<file path="src/rtl/button_bank.sv">
// Multi-channel button conditioner. Each channel has:
//   - an input synchroniser, with optional per-channel inversion
//   - a stability-counter debouncer that drives `out`
//   - one-cycle `pressed` and `released` pulses
//   - an optional auto-repeat pulse (`rpt`) while the button is held
// The auto-repeat output is called `rpt` because `repeat` is a reserved word.
module button_bank #(
  parameter int                  CHANNELS      = 4,
  parameter int                  CLOCK_CYCLES  = 1_000_000,
  parameter int                  SYNC_STAGES   = 2,
  parameter logic [CHANNELS-1:0] ACTIVE_LOW    = '0,
  parameter int                  REPEAT_DELAY  = 50_000_000,
  parameter int                  REPEAT_PERIOD = 10_000_000
) (
  input  logic                clk,
  input  logic                rst_n,
  input  logic [CHANNELS-1:0] in,
  output logic [CHANNELS-1:0] out,
  output logic [CHANNELS-1:0] pressed,
  output logic [CHANNELS-1:0] released,
  output logic [CHANNELS-1:0] rpt
);

  // The stability counter only ever needs to reach CLOCK_CYCLES-1.
  localparam int               CNT_W   = ($clog2(CLOCK_CYCLES) > 0) ? $clog2(CLOCK_CYCLES) : 1;
  localparam logic [CNT_W-1:0] CNT_MAX = CNT_W'(CLOCK_CYCLES - 1);

  genvar gi;
  generate
    for (gi = 0; gi < CHANNELS; gi++) begin : g_ch
      logic [SYNC_STAGES-1:0] sync_reg;
      logic                   cand_reg;
      logic [CNT_W-1:0]       cnt_reg;
      logic                   out_q;
      logic                   press_q;
      logic                   rel_q;
      logic                   sync_bit;
      logic                   accept;
      logic                   fall;

      assign sync_bit = sync_reg[SYNC_STAGES-1];

      // The candidate has been stable long enough and differs from the
      // current output, so `out` takes the candidate on this edge.
      assign accept = (sync_bit == cand_reg) && (cnt_reg == CNT_MAX) &&
                      (out_q != cand_reg);
      assign fall   = accept & ~cand_reg;

      // Shift the polarity-corrected raw level through the synchroniser chain.
      always_ff @(posedge clk or negedge rst_n) begin
        if (!rst_n) begin
          sync_reg <= '0;
        end else begin
          sync_reg <= {sync_reg[SYNC_STAGES-2:0], in[gi] ^ ACTIVE_LOW[gi]};
        end
      end

      // Debounce: a change at the synchroniser output restarts the count.
      // Once the count saturates, the candidate level is accepted and the
      // matching edge pulse is emitted.
      always_ff @(posedge clk or negedge rst_n) begin
        if (!rst_n) begin
          cand_reg <= 1'b0;
          cnt_reg  <= '0;
          out_q    <= 1'b0;
          press_q  <= 1'b0;
          rel_q    <= 1'b0;
        end else begin
          press_q <= 1'b0;
          rel_q   <= 1'b0;
          if (sync_bit != cand_reg) begin
            cand_reg <= sync_bit;
            cnt_reg  <= '0;
          end else if (cnt_reg != CNT_MAX) begin
            cnt_reg <= cnt_reg + 1'b1;
          end else if (accept) begin
            out_q   <= cand_reg;
            press_q <= cand_reg;
            rel_q   <= ~cand_reg;
          end
        end
      end

      assign out[gi]      = out_q;
      assign pressed[gi]  = press_q;
      assign released[gi] = rel_q;

      if (REPEAT_DELAY != 0) begin : g_rep
        localparam int HOLD_SPAN = (REPEAT_DELAY > REPEAT_PERIOD) ? REPEAT_DELAY : REPEAT_PERIOD;
        localparam int HOLD_W    = ($clog2(HOLD_SPAN) > 0) ? $clog2(HOLD_SPAN) : 1;
        localparam logic [HOLD_W-1:0] DELAY_LAST  = HOLD_W'(REPEAT_DELAY - 1);
        localparam logic [HOLD_W-1:0] PERIOD_LAST = HOLD_W'(REPEAT_PERIOD - 1);

        logic [HOLD_W-1:0] hold_reg;
        logic              period_reg;
        logic              rpt_q;
        logic [HOLD_W-1:0] target;

        // The first repeat waits for the delay; every later one waits for the period.
        assign target = period_reg ? PERIOD_LAST : DELAY_LAST;

        // The hold counter runs while `out` is high and reloads on every
        // repeat, so it never overflows. The falling edge suppresses any
        // repeat due on the same cycle.
        always_ff @(posedge clk or negedge rst_n) begin
          if (!rst_n) begin
            hold_reg   <= '0;
            period_reg <= 1'b0;
            rpt_q      <= 1'b0;
          end else begin
            rpt_q <= 1'b0;
            if (!out_q || fall) begin
              hold_reg   <= '0;
              period_reg <= 1'b0;
            end else if (hold_reg == target) begin
              hold_reg   <= '0;
              period_reg <= 1'b1;
              rpt_q      <= 1'b1;
            end else begin
              hold_reg <= hold_reg + 1'b1;
            end
          end
        end

        assign rpt[gi] = rpt_q;
      end else begin : g_norep
        assign rpt[gi] = 1'b0;
      end
    end
  endgenerate

endmodule

</file>
<file path="config.mk">
export PLATFORM = sky130hd
export DESIGN_NAME = button_bank
export DESIGN_NICKNAME = d
export VERILOG_FILES = /design/src/rtl/button_bank.sv
export SDC_FILE = /design/constraint.sdc
export NUM_CORES = 1
export LEC_CHECK = 0
export BUFFER_PORTS_ARGS = -buffer_cell sky130_fd_sc_hd__buf_2
export CAP_MARGIN = 20
export CORE_MARGIN = 1
export CORE_UTILIZATION = 63
export DETAILED_ROUTE_END_ITERATION = 8
export PLACE_DENSITY = 0.8
export SLEW_MARGIN = 20
export SYNTH_ARGS = -nofsm -noshare
export SYNTH_HDL_FRONTEND = slang
export SYNTH_SLANG_ARGS = --single-unit
</file>
<file path="constraint.sdc">
create_clock -name clk -period 2.6 [get_ports clk]
set_input_delay 0.52 -clock clk [delete_from_list [all_inputs] [get_ports clk]]
set_output_delay 0.52 -clock clk [all_outputs]
set_load 0.01 [all_outputs]
</file>
# ---- Yosys cells after proc, flatten, opt, wreduce, memory -nomap -nowiden
# Cells that the tools add are included.
# W data, S select, Z words.
dict set report word_totals {
  register_bits 216
  inputBits 6
  output_inout_bits 16
  elab_cells 172
}
dict set report classes {
  add_sub_neg 8
  n_eq_ne 24
  mux 60
  bitwise 16
  n_reduce_logical 28
}
# operator n
set ops {}
lappend ops {{$mux W26} 12}
lappend ops {{$mux W20} 8}
lappend ops {{$add A26 B1 Y26 const B} 4}
lappend ops {{$eq A26 B26 Y1} 4}
lappend ops {{$add A20 B1 Y20 const B} 4}
lappend ops {{$eq A20 B20 Y1 const B} 4}
lappend ops {{$ne A20 B20 Y1 const B} 4}
lappend ops {{$mux W1} 40}
lappend ops {{$reduce_bool A2 Y1} 8}
lappend ops {{$not A1 Y1} 12}
lappend ops {{$reduce_and A3 Y1} 4}
lappend ops {{$logic_and A1 B1 Y1} 8}
lappend ops {{$ne A1 B1 Y1} 8}
lappend ops {{$and A1 B1 Y1} 4}
lappend ops {{$eq A1 B1 Y1} 4}
lappend ops {{$logic_not A1 Y1} 4}
lappend ops {{$logic_or A1 B1 Y1} 4}

# ---- Longest topological paths before layout
dict set report depth {
  word_depth 6
  mapped_depth 7
  mapped_depth_nobuf 5
}

# ---- Worst setup path after synthesis
# No wires, ideal clock.
dict set report synth_timing {
  kind {register to register}
  startpoint {register g_ch[0].g_rep.hold_reg[13]}
  endpoint {register g_ch[0].g_rep.hold_reg[10]}
  setup_time_ns 0.137
  arrival_time_ns 2.263
  slack_ns 0.200
  stages_incl_launch_ff 6
  path_cell_list {dfrtp_1 -> or4b_1 -> or4b_4 -> a2111oi_4 -> buf_6 -> nor3_1}
}
dict set report synth_via {
  elab_chain_cells 3
}
# element line_no
set synth_rtl {}
lappend synth_rtl {{from (decl)} 94} ;# logic [HOLD_W-1:0] hold_reg;
lappend synth_rtl {{from (signal assigned)} 120} ;# hold_reg <= hold_reg + 1'b1;
lappend synth_rtl {{$eq A26 B26 Y1} 115} ;# end else if (hold_reg == target) begin
lappend synth_rtl {{$mux W26} 115}
lappend synth_rtl {{$mux W26} 112} ;# if (!out_q || fall) begin
# No other way between the ends.
# A chain may end at the register's enable or synchronous reset.

# ---- Final worst setup path
dict set report layout_timing {
  startpoint {register g_ch[3].cnt_reg[6]}
  endpoint {register g_ch[3].g_rep.period_reg}
}
dict set report layout_via {
  elab_chain_cells 6
}
# element line_no
set layout_rtl {}
lappend layout_rtl {{from (decl)} 33} ;# logic [CNT_W-1:0] cnt_reg;
lappend layout_rtl {{from (signal assigned)} 75} ;# cnt_reg <= cnt_reg + 1'b1;
lappend layout_rtl {{$eq A20 B20 Y1 (*)} 45} ;# assign accept = (sync_bit == cand_reg) && (cnt_reg == CNT_MAX) &&
lappend layout_rtl {{$logic_and A1 B1 Y1 (*) (2 in a row)} 45}
lappend layout_rtl {{$and A1 B1 Y1 (*)} 47} ;# assign fall = accept & ~cand_reg;
lappend layout_rtl {{$logic_or A1 B1 Y1 (*)} 112}
lappend layout_rtl {{$mux W1 / $reduce_bool A2 Y1 (equally long branches)} n/a}
lappend layout_rtl {{to (signal assigned)} 108} ;# period_reg <= 1'b0;
lappend layout_rtl {{to (signal assigned)} 114} ;# period_reg <= 1'b0;
lappend layout_rtl {{to (signal assigned)} 117} ;# period_reg <= 1'b1;
lappend layout_rtl {{to (decl)} 95} ;# logic period_reg;
# Mark *: on every way between the ends. The rest lies on a longest branch, timed or not.

==> key figures <==
Status
  • Status: finished clean

Final layout
  • Fraction of layout instances using a drive strength above 1: 8.77%
  • Flip-flop count of the largest register, all copies and words added: 104
  • Ant. Diodes: 0
  • Area grow syn2layout: 9.82%
  • Fillers: 1223
  • Final core occ: 70.8%
  • Post-Layout Cell Count: 1376
  • Nets: 1150
  • Fin area: 12200 µm²

Synth
  • Most area-hungry cell type in the Yosys netlist: dfrtp_1
  • Synth Area in XOR/XNOR: 6.46%
  • Syn Area/Cell: 9.85 µm²
  • Mux cell area share after synthesis: 0.360%
  • Post-synth ARST share: 100%
  • Largest family of logic cells by synthesized area: simple AND/OR/NAND/NOR gates
  • Synth Area in Simple Gates: 26.8%
  • Syn_nets: 1142
  • Yosys reg bits: 216
  • Area fraction in compound gates after synthesis: 13.3%
  • Syn Inst Count: 1128
  • Post-synthesis sequential area ratio: 48.6%
  • Primary FF master, synth: dfrtp_1
  • Unique masters post-synth: 55
  • Adder-cell share of the synthesized area: 0.900%
  • Synth top area share: 48.6%
  • Top post-synthesis cells by area: dfrtp_1 49%, xnor2_1 3.4%, a211oi_1 3.4%
  • Mapped Area: 11100 µm²
  • Synth Warn #: 0
  • Post-synth EDFFs: 0

Clock network
  • Hold buffer count at CTS: 1
  • Root Buffer: clkbuf_16
  • Clock H-tree levels: 1
  • CTS tree: built
  • Max Root-Sink Buffers: 3
  • PostCTS Resize Cnt: 0
  • Num CTS Buffers: 23
  • Clock latency on the worst-skew pair: 0.51 ns
  • Register clock-pin slew on the reported worst setup and hold paths: 0.06 ns
  • Total clock sinks: 216
  • Setup repair bufs after CTS: 0

Power
  • Clk network pwr share: 46.1%
  • Register share of total power: 50.7%
  • Internal power: 5.31 mW
  • Net Sw Power: 1.51 mW
  • P_leak: 4.56 nW
  • Net Sw Frac: 22.1%
  • P per Cell Area: 559 nW/µm²
  • Worst IR Drop VDD: 0.000494 V
  • Overall power: 6.82 mW
  • Comb power frac: 3.3%

Setup path
  • Setup CP Type: register to register
  • Critical Path RT: 3.00 ns
  • Kind of start point of the critical path: register
  • CP Max Fanout: 29
  • Reg2reg start: g_ch[3].cnt_reg[6]
  • R2R cell count: 5
  • Crit path capture type: register
  • WP data arrival: 2.92 ns
  • CP startpoint: g_ch[3].cnt_reg[6]

Place
  • DPL Wire Length: 14500 µm
  • Pre-CTS setup slack: 0.103 ns
  • Dpl cell area: 11500 µm²
  • Routability cong.: 0.855
  • Cell count after placement: 1335
  • Input/output buffers: 21

Min path
  • Worst hold start: in[1]
  • Hold Crit Depth: 1
  • Hold WC Path Type: input pin to register

Die
  • IO Pins: 22
  • Initial Util: 64.5%
  • Die Wd: 135 µm
  • Die area: 18200 µm²
  • Chip Height: 135 µm
  • Num rows: 48
  • Core Region: 17200 µm²

Timing
  • RSZ-0062 raised after global routing: false
  • Final critical-path setup slack: 0.0771 ns
  • Clock skew: 0.0186 ns
  • Min Hold Slack: 0.117 ns
  • Final worst path period share: 97.0%
  • Fin. Hold Viols: 0
  • Max Fclk: 396 MHz
  • Worst-Margin Slew: 0.764 ns
  • Final critical-path required period: 2.52 ns
  • Final setup vio count: 0
  • Worst slew margin: 48.6%
  • Max Slew Vio Count: 0
  • Setup TNS: 0 ns

Routing
  • Wire length per cell: 16.3 µm
  • Pre-antenna DRT Iters: 5
  • Routed WL: 22500 µm
  • Residual DRC count: 0
  • DR iter-0 viols: 576
  • Antenna Nets Post-Route: 0
  • Vias: 8857
  • Via density: 6.44

Global route
  • GR Util met1: 35.3%
  • Vias in the first global route: 8520
  • Congestion Overflow GR: 0
  • Global-route wire length before repair: 39000 µm
  • GRT busiest layer: met2
  • Initial antenna violation count: 0
  • GR Layer Usage met3: 3.49%
  • GRT met2 Usage: 42.6%
  • Gr usage total: 25.5%
  • Pin count of the biggest net entering global routing: 61

Run
  • Max-Cap Viols: 0
-- final cells by class --
cell class / count / area [µm²] / share of cell area [%]
Clock inverter: 6 / 61.3 / 0.502
Inverter: 14 / 52.6 / 0.431
Sequential cell: 216 / 5410 / 44.3
Clock buffer: 34 / 657 / 5.38
Multi-Input combinational cell: 832 / 5360 / 43.9
Tap cell: 225 / 282 / 2.31
Timing Repair Buffer: 49 / 390 / 3.20
-- worst paths after layout --
check,endpoint,slack (ns)
min,g_ch[1].sync_reg[0],0.12
max in group asynchronous,g_ch[2].cnt_reg[2],1.29
min reg2reg,g_ch[0].sync_reg[1],0.35
min in group asynchronous,g_ch[3].cnt_reg[7],0.52
max,g_ch[3].g_rep.period_reg,0.08
max reg2reg,g_ch[3].g_rep.period_reg,0.08
-- worst max-delay path: stages, from the launching register on --
cell     delay (ns)
dfrtp_1        0.43
or4_1          0.57
or4_1          0.61
o41ai_4        0.37
buf_12         0.23
o21ba_2        0.18
-- cell usage in the layout, fill, tap and decap left out, drive strengths merged, types with 38 or more instances in the layout --
cell    count
nor2       44
a21oi      38
buf        48
nand4      44
or3        52
a211oi     50
dfrtp     216
nand3      66
xnor2      43
nor3       73
or4        39
o21ai      68
nand2      88
xor2       39
-- cell usage after synthesis, types with 3 or more instances --
cell,number
nand4_1,43
mux2i_1,4
a31oi_1,7
nor4bb_1,5
o21ba_2,4
o21ai_0,67
clkbuf_1,42
o31ai_1,22
nor4b_1,12
nor3b_1,6
nand3_1,66
dfrtp_1,216
buf_2,3
nor3_1,72
nor2b_1,4
a21boi_0,4
a2111o_1,6
nand4b_1,5
buf_6,5
and2_1,8
nand2_1,88
a2111oi_4,3
a211oi_1,50
nor2_1,44
xor2_1,39
and3_1,20
or3_1,52
a21oi_1,38
or4b_1,3
nor4_1,19
and4_1,22
or4_1,38
nand3b_1,3
ha_1,8
buf_4,16
inv_1,14
xnor2_1,43
nand2b_1,5
-- logic make-up after synthesis --
kind of cell | after synthesis
compound gates | 216
xor+xnor | 82
fa+ha+maj | 8
buf+inv | 80
flops | 216
mux | 4
simple gates | 522
-- power by group through the flow --
stage	clock network (mW)	logic, mW	registers [mW]
floorplan	0	0.109	3.50
global placement	0	0.221	3.51
detailed placement	0	0.227	3.51
CTS	3.19	0.229	3.45
global route	3.34	0.256	3.46
finish	3.14	0.222	3.45
-- per-layer routing --
metal | routed length (µm) | part of all wire (%) | vias up
li1 | - | - | 4269
met1 | 10400 | 46 | 4373
met2 | 10800 | 48 | 186
met3 | 892 | 4.0 | 29
met4 | 352 | 1.6 | 0
met5 | 0 | 0 | -
Power figures use the tool's default switching activity.
